==> config.mk <==
export PLATFORM = sky130hd
export DESIGN_NAME = ifu_fetch_buf
export DESIGN_NICKNAME = d
export VERILOG_FILES = /design/src/rtl/ifu_fetch_buf.sv
export SDC_FILE = /design/constraint.sdc
export NUM_CORES = 1
export LEC_CHECK = 0
export CORE_UTILIZATION = 61
export CTS_CLUSTER_DIAMETER = 120
export CTS_CLUSTER_SIZE = 20
export DETAILED_ROUTE_END_ITERATION = 12
export GPL_TIMING_DRIVEN = 0
export PLACE_DENSITY_LB_ADDON = 0.12
export SLEW_MARGIN = 10
export SYNTH_ARGS = -nofsm -noshare
export SYNTH_HDL_FRONTEND = slang
export SYNTH_SLANG_ARGS = --single-unit
export TNS_END_PERCENT = 10
==> constraint.sdc <==
create_clock -name clk -period 24.7 [get_ports clk]
set_input_delay 2.47 -clock clk [delete_from_list [all_inputs] [get_ports clk]]
set_output_delay 2.47 -clock clk [all_outputs]
set_load 0.01 [all_outputs]
==> src/rtl/ifu_fetch_buf.sv <==
// Instruction fetch unit: owns the PC, issues one memory request at a time and
// queues returned instructions with their PCs for decode; redirects flush the queue.
module ifu_fetch_buf #(
    parameter int unsigned      XLEN     = 64,
    parameter int unsigned      INST_W   = 32,
    parameter int unsigned      DEPTH    = 4,
    parameter logic [XLEN-1:0]  RESET_PC = 64'h8000_0000,
    parameter int unsigned      PC_STEP  = 4
) (
    input  logic                         clk,
    input  logic                         rst,
    input  logic                         jb_i,
    input  logic [XLEN-1:0]              dnpc_i,
    output logic                         mem_req_valid_o,
    input  logic                         mem_req_ready_i,
    output logic [XLEN-1:0]              mem_req_addr_o,
    input  logic                         mem_rsp_valid_i,
    input  logic [INST_W-1:0]            mem_rsp_inst_i,
    output logic                         out_valid_o,
    input  logic                         out_ready_i,
    output logic [INST_W-1:0]            out_inst_o,
    output logic [XLEN-1:0]              out_pc_o,
    output logic [$clog2(DEPTH+1)-1:0]   count_o
);

    localparam int unsigned PW = $clog2(DEPTH);
    localparam int unsigned CW = $clog2(DEPTH+1);

    typedef enum logic [1:0] {
        S_IDLE,
        S_REQ,
        S_WAIT,
        S_DROP
    } state_t;

    state_t              r_state;
    state_t              w_state_nxt;
    logic [XLEN-1:0]     r_pc;
    logic [XLEN-1:0]     r_req_pc;
    logic [INST_W-1:0]   r_fifo_inst [DEPTH];
    logic [XLEN-1:0]     r_fifo_pc   [DEPTH];
    logic [PW-1:0]       r_wr_ptr;
    logic [PW-1:0]       r_rd_ptr;
    logic [CW-1:0]       r_count;

    logic                w_hs;
    logic                w_push;
    logic                w_pop;
    logic [CW-1:0]       w_cnt_nxt;

    assign w_hs      = (r_state == S_REQ) && mem_req_ready_i;
    // A redirect cancels both queue operations of the same cycle.
    assign w_push    = (r_state == S_WAIT) && mem_rsp_valid_i && !jb_i;
    assign w_pop     = (r_count != '0) && out_ready_i && !jb_i;
    assign w_cnt_nxt = r_count + CW'(w_push) - CW'(w_pop);

    always_comb begin
        w_state_nxt = r_state;
        if (jb_i) begin
            case (r_state)
                S_IDLE:  w_state_nxt = S_REQ;
                S_REQ:   w_state_nxt = mem_req_ready_i ? S_DROP : S_REQ;
                S_WAIT:  w_state_nxt = mem_rsp_valid_i ? S_REQ : S_DROP;
                S_DROP:  w_state_nxt = mem_rsp_valid_i ? S_REQ : S_DROP;
                default: w_state_nxt = S_IDLE;
            endcase
        end else begin
            case (r_state)
                S_IDLE: begin
                    if (r_count < CW'(DEPTH))
                        w_state_nxt = S_REQ;
                end
                S_REQ: begin
                    if (mem_req_ready_i)
                        w_state_nxt = S_WAIT;
                end
                S_WAIT: begin
                    if (mem_rsp_valid_i)
                        w_state_nxt = (w_cnt_nxt < CW'(DEPTH)) ? S_REQ : S_IDLE;
                end
                S_DROP: begin
                    if (mem_rsp_valid_i)
                        w_state_nxt = S_REQ;
                end
                default: w_state_nxt = S_IDLE;
            endcase
        end
    end

    always_ff @(posedge clk or posedge rst) begin
        if (rst)
            r_state <= S_IDLE;
        else
            r_state <= w_state_nxt;
    end

    // A request accepted together with a redirect is stale, so the redirect target wins.
    always_ff @(posedge clk or posedge rst) begin
        if (rst) begin
            r_pc     <= RESET_PC;
            r_req_pc <= '0;
        end else begin
            if (jb_i)
                r_pc <= dnpc_i;
            else if (w_hs)
                r_pc <= r_pc + XLEN'(PC_STEP);
            if (w_hs)
                r_req_pc <= r_pc;
        end
    end

    always_ff @(posedge clk or posedge rst) begin
        if (rst) begin
            r_wr_ptr <= '0;
            r_rd_ptr <= '0;
            r_count  <= '0;
            for (int unsigned i = 0; i < DEPTH; i++) begin
                r_fifo_inst[i] <= '0;
                r_fifo_pc[i]   <= '0;
            end
        end else if (jb_i) begin
            r_wr_ptr <= '0;
            r_rd_ptr <= '0;
            r_count  <= '0;
        end else begin
            if (w_push) begin
                r_fifo_inst[r_wr_ptr] <= mem_rsp_inst_i;
                r_fifo_pc[r_wr_ptr]   <= r_req_pc;
                r_wr_ptr              <= r_wr_ptr + PW'(1);
            end
            if (w_pop)
                r_rd_ptr <= r_rd_ptr + PW'(1);
            r_count <= w_cnt_nxt;
        end
    end

    assign mem_req_valid_o = (r_state == S_REQ);
    assign mem_req_addr_o  = r_pc;
    assign out_valid_o     = (r_count != '0);
    assign out_inst_o      = r_fifo_inst[r_rd_ptr];
    assign out_pc_o        = r_fifo_pc[r_rd_ptr];
    assign count_o         = r_count;

    // Requests are only issued with a free slot, so a push can never find the queue full.
    a_no_push_when_full: assert property (@(posedge clk) disable iff (rst)
        w_push |-> (r_count < CW'(DEPTH)));

endmodule

==> qor.csv <==
metric,value,unit
vias,15300,
Post-CTS Hold Buffers,0,
Area Growth Syn to Fin,18.3,%
"Seq/Total Area, Yosys",56.3,%
main flop type after synthesis,dfrtp_1,
worst skew pair latency,0.59,ns
GRT Residual Overflow,0,
global placement routability congestion,0.897,
final setup TNS,0,ns
pin count of the biggest net entering global routing,123,
WL/cell,23.2,um
Residual DRC,0,
unrepaired setup endpoints after global routing,false,
Worst R2R Path Depth,11,
post_cts resized,0,
count of flip-flops with a built-in enable after synthesis,0,
CP Launch Type,register,
Via density,6.07,
Post-DP HPWL,41600,um
max cap viols,0,
worst-path maximum fanout,10,
Global Route Usage Sum,30.6,%
area of the multi-input gates,9660,um^2
Worst R2R Setup Slack,21.61,ns
Final Power,2.21,mW
Sequential Area,13000,um^2
Clock Path Buffers,3,
cell taking the most area after synthesis,dfrtp_1,
initial drt markers,967,
TritonCTS Buffers,30,
post-synthesis instance total,1699,
Hold Path Cell Cnt,1,
post-synth net total,1809,
crit end category,primary output,
fin crit period,6.33,ns
Finished Cell Area,27400,um^2
Fin. Hold Viols,0,
number of global-route vias before repair,15900,
DRT Wirelength,58400,um
Die Area,38700,um^2
core area,37000,um^2
setup violators final,0,
layout cell share with drive strength beyond 1,27.7,%
worst hold-check path type,register to register,
global-route wire length before repair,90200,um
final slew viol count,0,
top post-synthesis cells by area,"dfrtp_1 56%, mux2_2 19%, mux4_2 9.3%",
CP required,22.23,ns
"flops & latches, synth",521,
Critical Path AT,3.86,ns
DP Area,26600,um^2
Synth Cell Area,23200,um^2
Rel. slew slack,18.5,%
nets,2110,
syn avg cell area,13.6,um^2
outcome,"complete, no violations",
TritonCTS Sinks,521,
Worst-Margin Slew,1.22,ns
clk_skew,0.0237,ns
die height,197,um
Port Buf Inserts,265,
Synth top area share,56.2,%
VDD IR max,0.0699,mV
Pre-Repair DR Iteration Count,5,
Starting Density,62.7,%
I/O Pins,267,
Synthesis Warnings,0,
"Clk pin slew, worst setup/hold paths",0.08,ns
Final Cycle Share,25.6,%
PwrDens,80.5,nW/um^2
WS Path Type,register to primary output,
post-route ant nets,0,
Filler cells,2483,
initial antenna violation count,6,
CTS tree,done,
Final Util,74.1,%
LEAKAGE,12.6,nW
H-tree level count,1,
placement row count,70,
async set or reset register ratio after synthesis,100,%
f_max,158,MHz
chip width,197,um
clk root buf,clkbuf_16,
post-synth cell types,47,
post-CTS repair timing setup buffer count,0,
-- routing by layer --
metal	GRT usage [%]	vias up	part of all wire (%)
li1	-	6701	-
met1	42.2	7967	41
met2	50.0	481	49
met3	5.22	121	6.1
met4	9.76	8	3.3
met5	0	-	0.096
-- path summary, 6_finish.rpt --
check / startpoint / end
min: r_fifo_pc[138]$_DFFE_PP0P_ / r_fifo_pc[138]$_DFFE_PP0P_
min in group asynchronous: rst / r_fifo_inst[121]$_DFFE_PP0P_
max: r_rd_ptr[1]$_DFFE_PP0P_ / out_pc_o[59]
max in group asynchronous: rst / r_fifo_pc[91]$_DFFE_PP0P_
min reg2reg: r_fifo_pc[138]$_DFFE_PP0P_ / r_fifo_pc[138]$_DFFE_PP0P_
max reg2reg: count_o[2]$_DFF_PP0_ / r_state[0]$_DFFE_PP0P_
-- power breakdown --
group | total (mW) | switching (mW) | internal, mW
clock | 0.505 | 0.274 | 0.231
combinational | 0.615 | 0.265 | 0.349
sequential | 1.09 | 0.113 | 0.972
total | 2.21 | 0.653 | 1.55
-- state kept, by name, summed over array words and instances, names as in the netlist --
register / flops
r_state: 2
count_o: 3
r_wr_ptr: 2
r_req_pc: 64
r_fifo_inst: 128
mem_req_addr_o: 64
r_fifo_pc: 256
r_rd_ptr: 2
-- final cells by class --
| type | instances | area share [%] |
|---|---|---|
| Antenna cell | 1 | 0.00913 |
| Timing Repair Buffer | 269 | 10.1 |
| Buffer | 98 | 1.42 |
| Tap cell | 504 | 2.30 |
| Clock inverter | 1 | 0.0731 |
| Multi-Input combinational cell | 1061 | 35.2 |
| Sequential cell | 521 | 47.6 |
| Clock buffer | 43 | 3.00 |
| Inverter | 19 | 0.288 |
-- cells in the final DEF, fill, tap and decap left out, drive strengths merged, types with 7 or more instances in the layout --
cell type,count
mux2,388
or3,8
nand4,37
dfrtp,520
a31oi,15
nand2,249
inv,20
clkdlybuf4s50,265
nor2,41
nand3,34
nor3,15
nor4,12
buf,59
xor2,25
o21ai,55
clkbuf,86
o31ai,8
xnor2,20
ha,7
mux4,96
or4,14
-- through the flow --
step | worst slack [ns] | hold WS, ns | std cells
2_1_floorplan | 7.68 | 0.474 | 1699
3_3_place_gp | 2.48 | 0.481 | 2468
3_5_place_dp | 18.92 | 0.487 | 2472
4_1_cts | 18.30 | 0.505 | 2516
5_1_grt | 18.20 | 0.509 | 2516
6_report | 18.37 | 0.503 | 2517
-- kinds of logic after synthesis --
family                   Yosys count  share of synthesized area, %
buffers and inverters            117                          1.99
AND/OR/NAND/NOR                  431                          8.98
multiplexers                     487                          28.3
XOR/XNOR                          45                          1.70
flip-flops                       521                          56.3
AO/OA/AOI/OAI                     90                          2.22
adder cells (fa/ha/maj)            8                         0.465
-- synthesized netlist by cell type, types with 5 or more instances --
library cell,number
nor3_1,14
o211ai_1,5
o31ai_1,8
a31oi_1,15
clkbuf_1,43
xnor2_1,20
nor4_1,7
o21ai_0,55
mux4_2,96
inv_1,18
nor2b_1,5
dfrtp_1,520
nand3_1,33
or3_1,8
xor2_1,25
nor2_1,40
buf_2,18
mux2_2,388
nand2_1,249
nand4_1,32
ha_1,7
buf_1,37
or4_1,13
-- critical path, cell delays in order (launching register included) --
cell,delay [ns]
dfrtp_1,0.33
clkbuf_1,0.45
buf_1,0.95
clkbuf_1,0.60
mux4_2,0.44
clkdlybuf4s50_1,0.50
(Power assumes the default switching activity.)
